[config.mk]
export PLATFORM = sky130hd
export DESIGN_NAME = rvc_asap_5pl_cr_arb
export DESIGN_NICKNAME = d
export VERILOG_FILES = /design/src/rtl/rvc_asap_5pl_cr_arb.sv
export SDC_FILE = /design/constraint.sdc
export NUM_CORES = 1
export LEC_CHECK = 0
export CAP_MARGIN = 25
export CORE_AREA = 8 8 98 100
export CTS_BUF_LIST = sky130_fd_sc_hd__clkbuf_8
export DETAILED_ROUTE_END_ITERATION = 12
export DIE_AREA = 0 0 106 108
export DONT_BUFFER_PORTS = 1
export HOLD_SLACK_MARGIN = 0.02
export SETUP_SLACK_MARGIN = 0.3
export SLEW_MARGIN = 0
export SYNTH_ARGS = -nofsm -noshare
export SYNTH_HDL_FRONTEND = slang
export SYNTH_SLANG_ARGS = --single-unit
[constraint.sdc]
create_clock -name Clock -period 1.5 [get_ports Clock]
set_clock_uncertainty 0.05 [all_clocks]
set_input_delay 0.225 -clock Clock [delete_from_list [all_inputs] [get_ports Clock]]
set_output_delay 0.225 -clock Clock [all_outputs]
set_load 0.005 [all_outputs]
[src/rtl/rvc_asap_5pl_cr_arb.sv]
// rvc_asap_5pl_cr_arb
// Shares the single CR memory access port between the core memory stage and a
// debug/host requester. Core accesses pass straight through with no added
// latency. Debug accesses use a req/gnt handshake. A starvation counter forces
// a grant, stalling the core for one cycle, when a debug request has waited
// too long.
//
// Build option: define CR_ARB_DBG_WR_EN to let debug writes reach CR memory.
// Without it the debug port is read-only. Write requests are still granted so
// the handshake completes, but no write enable is issued.
//
// state   | meaning
// --------+-----------------------------------------------------------------
// S_IDLE  | no debug request pending; a request with an idle core is granted
// S_WAIT  | debug request blocked by core traffic; counting blocked cycles
// S_FORCE | starvation limit hit; core stalled, debug access issued
module rvc_asap_5pl_cr_arb #(
  parameter int unsigned STARVE_MAX = 8
) (
  input  logic        Clock,
  input  logic        Rst,
  input  logic        CoreCRWrEn,
  input  logic        CoreCRRdEn,
  input  logic [31:0] CoreAddr,
  input  logic [31:0] CoreWrData,
  output logic        CoreStall,
  input  logic        DbgReq,
  input  logic        DbgWe,
  input  logic [31:0] DbgAddr,
  input  logic [31:0] DbgWrData,
  output logic        DbgGnt,
  output logic        DbgRdValid,
  output logic [31:0] DbgRdData,
  output logic        CRMemWrEn,
  output logic        CRMemRdEn,
  output logic [31:0] CRMemAddr,
  output logic [31:0] CRMemWrData,
  input  logic [31:0] CRMemRdDataQ104H
);

  localparam int unsigned   CW       = $clog2(STARVE_MAX + 1);
  localparam logic [CW-1:0] CNT_ZERO = '0;
  localparam logic [CW-1:0] CNT_ONE  = CW'(1);
  localparam logic [CW-1:0] CNT_LAST = CW'(STARVE_MAX - 1);

  typedef enum logic [1:0] {
    S_IDLE  = 2'd0,
    S_WAIT  = 2'd1,
    S_FORCE = 2'd2
  } state_t;

  state_t        r_state;
  state_t        w_state_nxt;
  logic [CW-1:0] r_wait_cnt;
  logic [CW-1:0] w_wait_cnt_nxt;
  logic          r_rd_owner;
  logic [31:0]   r_rd_hold;

  logic          w_core_acc;
  logic          w_dbg_issue;
  logic          w_core_stall;
  logic          w_dbg_rd;
  logic          w_dbg_wr;

  logic          w_mem_we;
  logic          w_mem_re;
  logic [31:0]   w_mem_addr;
  logic [31:0]   w_mem_wd;

  assign w_core_acc = CoreCRWrEn | CoreCRRdEn;

  // State, wait counter and read-ownership registers
  always_ff @(posedge Clock or negedge Rst) begin
    if (!Rst) begin
      r_state    <= S_IDLE;
      r_wait_cnt <= CNT_ZERO;
      r_rd_owner <= 1'b0;
    end else begin
      r_state    <= w_state_nxt;
      r_wait_cnt <= w_wait_cnt_nxt;
      r_rd_owner <= w_dbg_rd;
    end
  end

  // Next-state, counter update and grant/stall decisions
  always_comb begin
    w_state_nxt    = r_state;
    w_wait_cnt_nxt = r_wait_cnt;
    w_dbg_issue    = 1'b0;
    w_core_stall   = 1'b0;
    case (r_state)
      S_IDLE: begin
        if (DbgReq) begin
          if (!w_core_acc) begin
            w_dbg_issue = 1'b1;
          end else if (STARVE_MAX == 1) begin
            // A single tolerated blocked cycle means the very first one forces.
            w_state_nxt    = S_FORCE;
            w_wait_cnt_nxt = CNT_ONE;
          end else begin
            w_state_nxt    = S_WAIT;
            w_wait_cnt_nxt = CNT_ONE;
          end
        end
      end
      S_WAIT: begin
        if (!DbgReq) begin
          // Requester withdrew without a grant: abandon it, issue nothing.
          w_state_nxt    = S_IDLE;
          w_wait_cnt_nxt = CNT_ZERO;
        end else if (!w_core_acc) begin
          w_dbg_issue    = 1'b1;
          w_state_nxt    = S_IDLE;
          w_wait_cnt_nxt = CNT_ZERO;
        end else begin
          w_wait_cnt_nxt = r_wait_cnt + CNT_ONE;
          if (r_wait_cnt >= CNT_LAST) begin
            w_state_nxt = S_FORCE;
          end
        end
      end
      S_FORCE: begin
        // The core holds its access during the stall and replays it next cycle.
        w_core_stall   = 1'b1;
        w_dbg_issue    = 1'b1;
        w_state_nxt    = S_IDLE;
        w_wait_cnt_nxt = CNT_ZERO;
      end
      default: begin
        w_state_nxt    = S_IDLE;
        w_wait_cnt_nxt = CNT_ZERO;
      end
    endcase
  end

  assign w_dbg_rd = w_dbg_issue & ~DbgWe;

`ifdef CR_ARB_DBG_WR_EN
  assign w_dbg_wr = w_dbg_issue & DbgWe;
`else
  assign w_dbg_wr = 1'b0;
`endif

  // CR port mux: debug fields in a grant cycle, otherwise the core passes through
  always_comb begin
    w_mem_we   = CoreCRWrEn;
    w_mem_re   = CoreCRRdEn;
    w_mem_addr = CoreAddr;
    w_mem_wd   = CoreWrData;
    if (w_dbg_issue) begin
      w_mem_we   = w_dbg_wr;
      w_mem_re   = w_dbg_rd;
      w_mem_addr = DbgAddr;
      w_mem_wd   = DbgWrData;
    end
  end

  // Combinational outputs are forced low while reset is asserted.
  assign CRMemWrEn   = Rst & w_mem_we;
  assign CRMemRdEn   = Rst & w_mem_re;
  assign CRMemAddr   = w_mem_addr & {32{Rst}};
  assign CRMemWrData = w_mem_wd & {32{Rst}};
  assign DbgGnt      = Rst & w_dbg_issue;
  assign CoreStall   = Rst & w_core_stall;

  // Capture returned debug read data so it stays visible after the valid pulse
  always_ff @(posedge Clock or negedge Rst) begin
    if (!Rst) begin
      r_rd_hold <= 32'h0;
    end else if (r_rd_owner) begin
      r_rd_hold <= CRMemRdDataQ104H;
    end
  end

  assign DbgRdValid = r_rd_owner;
  assign DbgRdData  = r_rd_owner ? CRMemRdDataQ104H : r_rd_hold;

endmodule

* After elaboration in Yosys (flattened, before gate mapping)
Index checks and enable logic that the tools add are counted.
** Word-level totals
- Bits of input ports :: 166
- Output and inout bits :: 101
- Register bits :: 39
** Operators by class
- $add $sub $neg :: 1
- Order comparisons :: 1
- Eq/ne operators :: 5
- Reductions and logical operators :: 4
- Multiplexer cells :: 20
- Bitwise gates (word level) :: 9
** Operators with widths (number)
- 32-bit 2-to-1 mux :: 3
- 32-bit AND :: 2
- 4-bit 2-to-1 mux :: 4
- 2-bit 2-to-1 mux :: 5
- 4-bit one-hot mux with 2 select lines :: 1
- 1-bit AND :: 5
- 1-bit 2-to-1 mux :: 5
- 4-bit by 1-bit adder with 4-bit output (second input constant) :: 1
- 4-bit by 3-bit >= comparator with 1-bit output (second input constant) :: 1
- 2-bit != test (second input constant) :: 2
- 4-bit != test (second input constant) :: 1
- 2-bit one-hot mux with 2 select lines :: 1
- 3-bit AND reduction :: 1
- 2-bit by 1-bit equality test with 1-bit output (second input constant) :: 1
- 2-bit equality test (second input constant) :: 1
- 2-bit zero test :: 1
- 1-bit one-hot mux with 2 select lines :: 1
- 2-bit AND reduction :: 1
- 2-bit OR reduction :: 1
- 1-bit inverter :: 1
- 1-bit bitwise OR :: 1

* Depth between registers and ports, before layout
Gate-level depths: netlist of the first run.
- Depth in word-level cells :: 7
- Depth in mapped cells :: 7
- Depth with buffers taken out :: 4

* Worst setup path before layout of the first run
No wires, ideal clock.
- Path type :: register to output
- Start point :: register r_state[1]
- End point :: output port DbgGnt
- Cell stages (with the launch flop) :: 6
- Data required time :: 1.225 ns
- Path buffers :: 3
- Setup slack :: -0.209 ns
- Arrival :: 1.434 ns
- Cells stage by stage :: dfrtp_1 buf_4 or4b_4 buf_6 buf_6 a21boi_1
** On the way
- Cells in the longest elaborated chain, start to end :: 4
- Elaborated cells on any way between the ends :: 6
- Those cells by class :: 2 x eq/ne; 1 x mux; 1 x bitwise; 2 x reduce/logical
** Ends and longest elaborated chain
- start: declaration :: RTL line 52 : state_t r_state;
- start signal: assignment :: RTL line 79 : r_state <= w_state_nxt;
- 2-bit by 1-bit equality test with 1-bit output / 2-bit zero test (equally long branches) :: RTL line 91 : case (r_state)
- 2-bit OR reduction (no line)
- 1-bit one-hot mux with 2 select lines (*) :: RTL line 91
- 1-bit AND (*) :: RTL line 163 : assign DbgGnt = Rst & w_dbg_issue;
- end: declaration :: RTL line 31 : output logic DbgGnt,
Mark *: on every way between the ends. The rest lies on a longest branch, timed or not.

* Worst setup path after layout of the first run
- Start point :: register r_state[1]
- End point :: output port CRMemAddr[9]
** On the way
- Cells in the longest elaborated chain, start to end :: 5
- Elaborated cells on any way between the ends :: 7
- Those cells by class :: 2 x eq/ne; 2 x mux; 1 x bitwise; 2 x reduce/logical
** Ends and longest elaborated chain
- 2-bit by 1-bit equality test with 1-bit output / 2-bit zero test (equally long branches) :: RTL line 91
- 2-bit OR reduction (no line)
- 1-bit one-hot mux with 2 select lines (*) :: RTL line 91
- 32-bit 2-to-1 mux (*) :: RTL line 150 : if (w_dbg_issue) begin
- 32-bit AND (*) :: RTL line 161 : assign CRMemAddr = w_mem_addr & {32{Rst}};
- end: declaration :: RTL line 36 : output logic [31:0] CRMemAddr,
Marked as above.

==> flow_metrics.tcl, run 1 <==
set metrics [dict create \
    status "finished, violations left" \
    violations "hold timing, setup timing" \
    fin_crit_ps 1991 \
    arrival_ps 1720 \
    avgSynthCellArea_um2 8.610 \
    ios 267 \
    clk_path_buf_depth 2 \
    p_per_area_nw_per_um2 770.6 \
    syn_to_final_growth_pct 27.43 \
    grt.total_usage 0.1575 \
    synthSimpleGateAreaFrac 0.1518 \
    drtIter0Drc 294 \
    setup_viol 100 \
    syn_area_um2 2902 \
    end_kind "output pin" \
    synth_flop_cell "dfrtp_1" \
    clkPwrFrac 0.251 \
    routed_wl_um 11750 \
    vias 2765 \
    vias_per_cell 6.213 \
    ys_seq_elements 39 \
    worst_pin_slew_ps 506.3 \
    ys_seq_area_frac 0.3364 \
    synth-compound-area-share 0.3036 \
    row_count 33 \
    crit_required_ps 1220 \
    p_leak_nw 1.571 \
    fp.dieH_um 108 \
    synth_top_family_by_area "compound AO/OA/AOI/OAI gates" \
    cap_violations 0 \
    crit_type "reg -> out" \
    synthArstFlopShare 1.000 \
    net-switching-power_uw 777.3 \
    synthTopCellsByArea "dfrtp_1, mux2_2, nand3_1, a21boi_1, o21ai_0" \
    fin_area_um2 3697 \
    post-synth-top-count-cell "nand3_1" \
    hold_viol 40 \
    placedInstanceArea_um2 3120 \
    synth_cell_types 29 \
    initial_utilization 0.3604 \
    yosys-mux-area-fraction 0.1276 \
    synth_top_cell_area_share 0.3364 \
    ys_warn_count 0 \
    fin_cells 445 \
    syn_inst 337 \
    portBuffers 0 \
    setup_slack_ps -491.5 \
    fin_crit_sh 1.328 \
    cts.clk_slew.worst_paths_ps 80 \
    vdd.ir_drop.worst_mv 0.4076 \
    grt-ovfl-total 0 \
    drive_gt1_frac 0.2676 \
    hold-worst-slack_ps -417.8 \
    synth_edf_count 0 \
    clock_latency_ps 280 \
    intPower_mw 2.072 \
    detail_route.wl_per_cell_um 26.40 \
    ys_top_cells_by_count "nand3_1, o21ai_0, a21boi_1" \
    drv_slew 0 \
    dp.cells 414 \
    firstDrtPassIters 8 \
    grt_setup_unrepaired "yes" \
    die-area_um2 11450 \
    p_seq_frac 0.463 \
    drc 0 \
    p_comb_frac 0.286 \
    synth_xor_area_frac 0.006037 \
    place.gp.congestion 0.7960 \
    numCtsBuffers 5 \
    grt_pass1_wl_um 14700 \
    synthAdderAreaFrac 0.004312 \
    grt_max_degree 108 \
    hp-class "in -> async" \
    fillers 776 \
    cts_max_level 2 \
    dp_hpwl_um 7941 \
    crit_fanout 63 \
    pre_cts_ws_ps -210.3 \
    synth_nets 504 \
    grt_pass1_vias 2537 \
    grt_antenna_before_repair 0 \
    diodes 0 \
    total_power_mw 2.849 \
    fp.dieW_um 106 \
    finalNetCount 506 \
    cts_tree "done" \
    fmax_mhz 502.1 \
    cts_sinks 39 \
    postRouteAntennaNets 0 \
    switching_share 0.2728 \
    root_buffer "clkbuf_8" \
    cp-start-kind "flip-flop" \
    slew-limit-headroom 0.6589 \
    synth_top_area_cell "dfrtp_1" \
    coreArea_um2 8051 \
    post-route-util 0.4592 \
]
routing by layer:
metal | GRT usage | part of all wire
met5 | 0 | 0
met3 | 0.07377 | 0.12
met4 | 0.02814 | 0.013
met2 | 0.2672 | 0.51
met1 | 0.1797 | 0.36
metrics by stage:
step                      hold WS, ps  TNS (ps)
after floorplan                -120.6     -9370
after global placement         -118.4     -6402
after detailed placement       -118.3     -7824
after CTS                      -428.9    -34100
after global routing           -438.4    -39360
final                          -417.8    -34280
state kept, by name, indices dropped and copies added, names as in the netlist:
| register | flops |
|---|---|
| DbgRdValid | 1 |
| r_state | 2 |
| r_wait_cnt | 4 |
| r_rd_hold | 32 |
repair_timing:
item	CTS	global route
pin swaps	3	38
setup buffers	4	7
setup endpoints to repair	103	128
cloned	5	7
endpoints found under the hold margin	40	40
gates resized for setup	15	43
logic make-up (layout without fill, tap and decap cells):
family                   count (synthesis)  after routing
flip-flops                              39             39
AO/OA/AOI/OAI                          139            139
buffers and inverters                   41             44
AND/OR/NAND/NOR                         82             82
multiplexers                            33             33
XOR/XNOR                                 2              2
adder cells (fa/ha/maj)                  1              1
power groups by stage:
stage	Clock [mW]	Sequential, mW	Combinational [mW]
finish	0.716	1.32	0.814
global route	0.779	1.33	0.885
global placement	0	1.33	0.748
floorplan	0	1.32	0.647
CTS	0.733	1.32	0.793
detailed placement	0	1.33	0.757
worst max-delay path, stage by stage, from the launching register on:
cell      delay, ps
dfrtp_1         430
or4b_4          530
buf_12          210
nand3_1         130
a21boi_1         90
cell usage in the layout, fill, tap and decap left out, types with 2 or more instances in the layout:
cell	count
nand3_1	69
a21boi_1	61
o21ai_0	40
dfrtp_1	38
mux2_4	32
o21ai_1	25
buf_6	12
buf_12	7
clkbuf_8	6
clkbuf_16	6
buf_4	5
a21boi_2	4
buf_16	4
nor2_1	3
o21a_1	2
a21oi_1	2
inv_1	2
xor2_1	2
final timing paths:
path	start	end	slack (ps)	depth (start not counted)
worst max-delay path	r_state[1]$_DFFE_PN0P_	CRMemAddr[9]	-490	4
worst min-delay path	Rst	r_rd_hold[4]$_DFF_PN0_	-420	0
worst max register to register	r_state[1]$_DFFE_PN0P_	DbgRdValid$_DFF_PN0_	120	3
worst min register to register	r_rd_hold[11]$_DFF_PN0_	r_rd_hold[11]$_DFF_PN0_	460	1
max in group asynchronous	Rst	r_state[0]$_DFFE_PN0P_	1700	0
min in group Clock	DbgWe	DbgRdValid$_DFF_PN0_	-70	1
cell type report:
class / count / area (µm²) / area share
Inverter: 1 / 3.754 / 0.001015
Tap cell: 105 / 131.4 / 0.03553
Clock inverter: 2 / 12.51 / 0.003384
Clock buffer: 6 / 82.58 / 0.02234
Multi-Input combinational cell: 257 / 1902 / 0.5144
Timing Repair Buffer: 35 / 588.1 / 0.1591
Sequential cell: 39 / 977.2 / 0.2643
Power figures use the tool's default switching activity.
==> run 2, diff against run 1 <==
- RECOVER_POWER: not set -> 50
==> results of run 2 <==
Same layout as run 1: the final DEF is identical, and so are final timing and power.
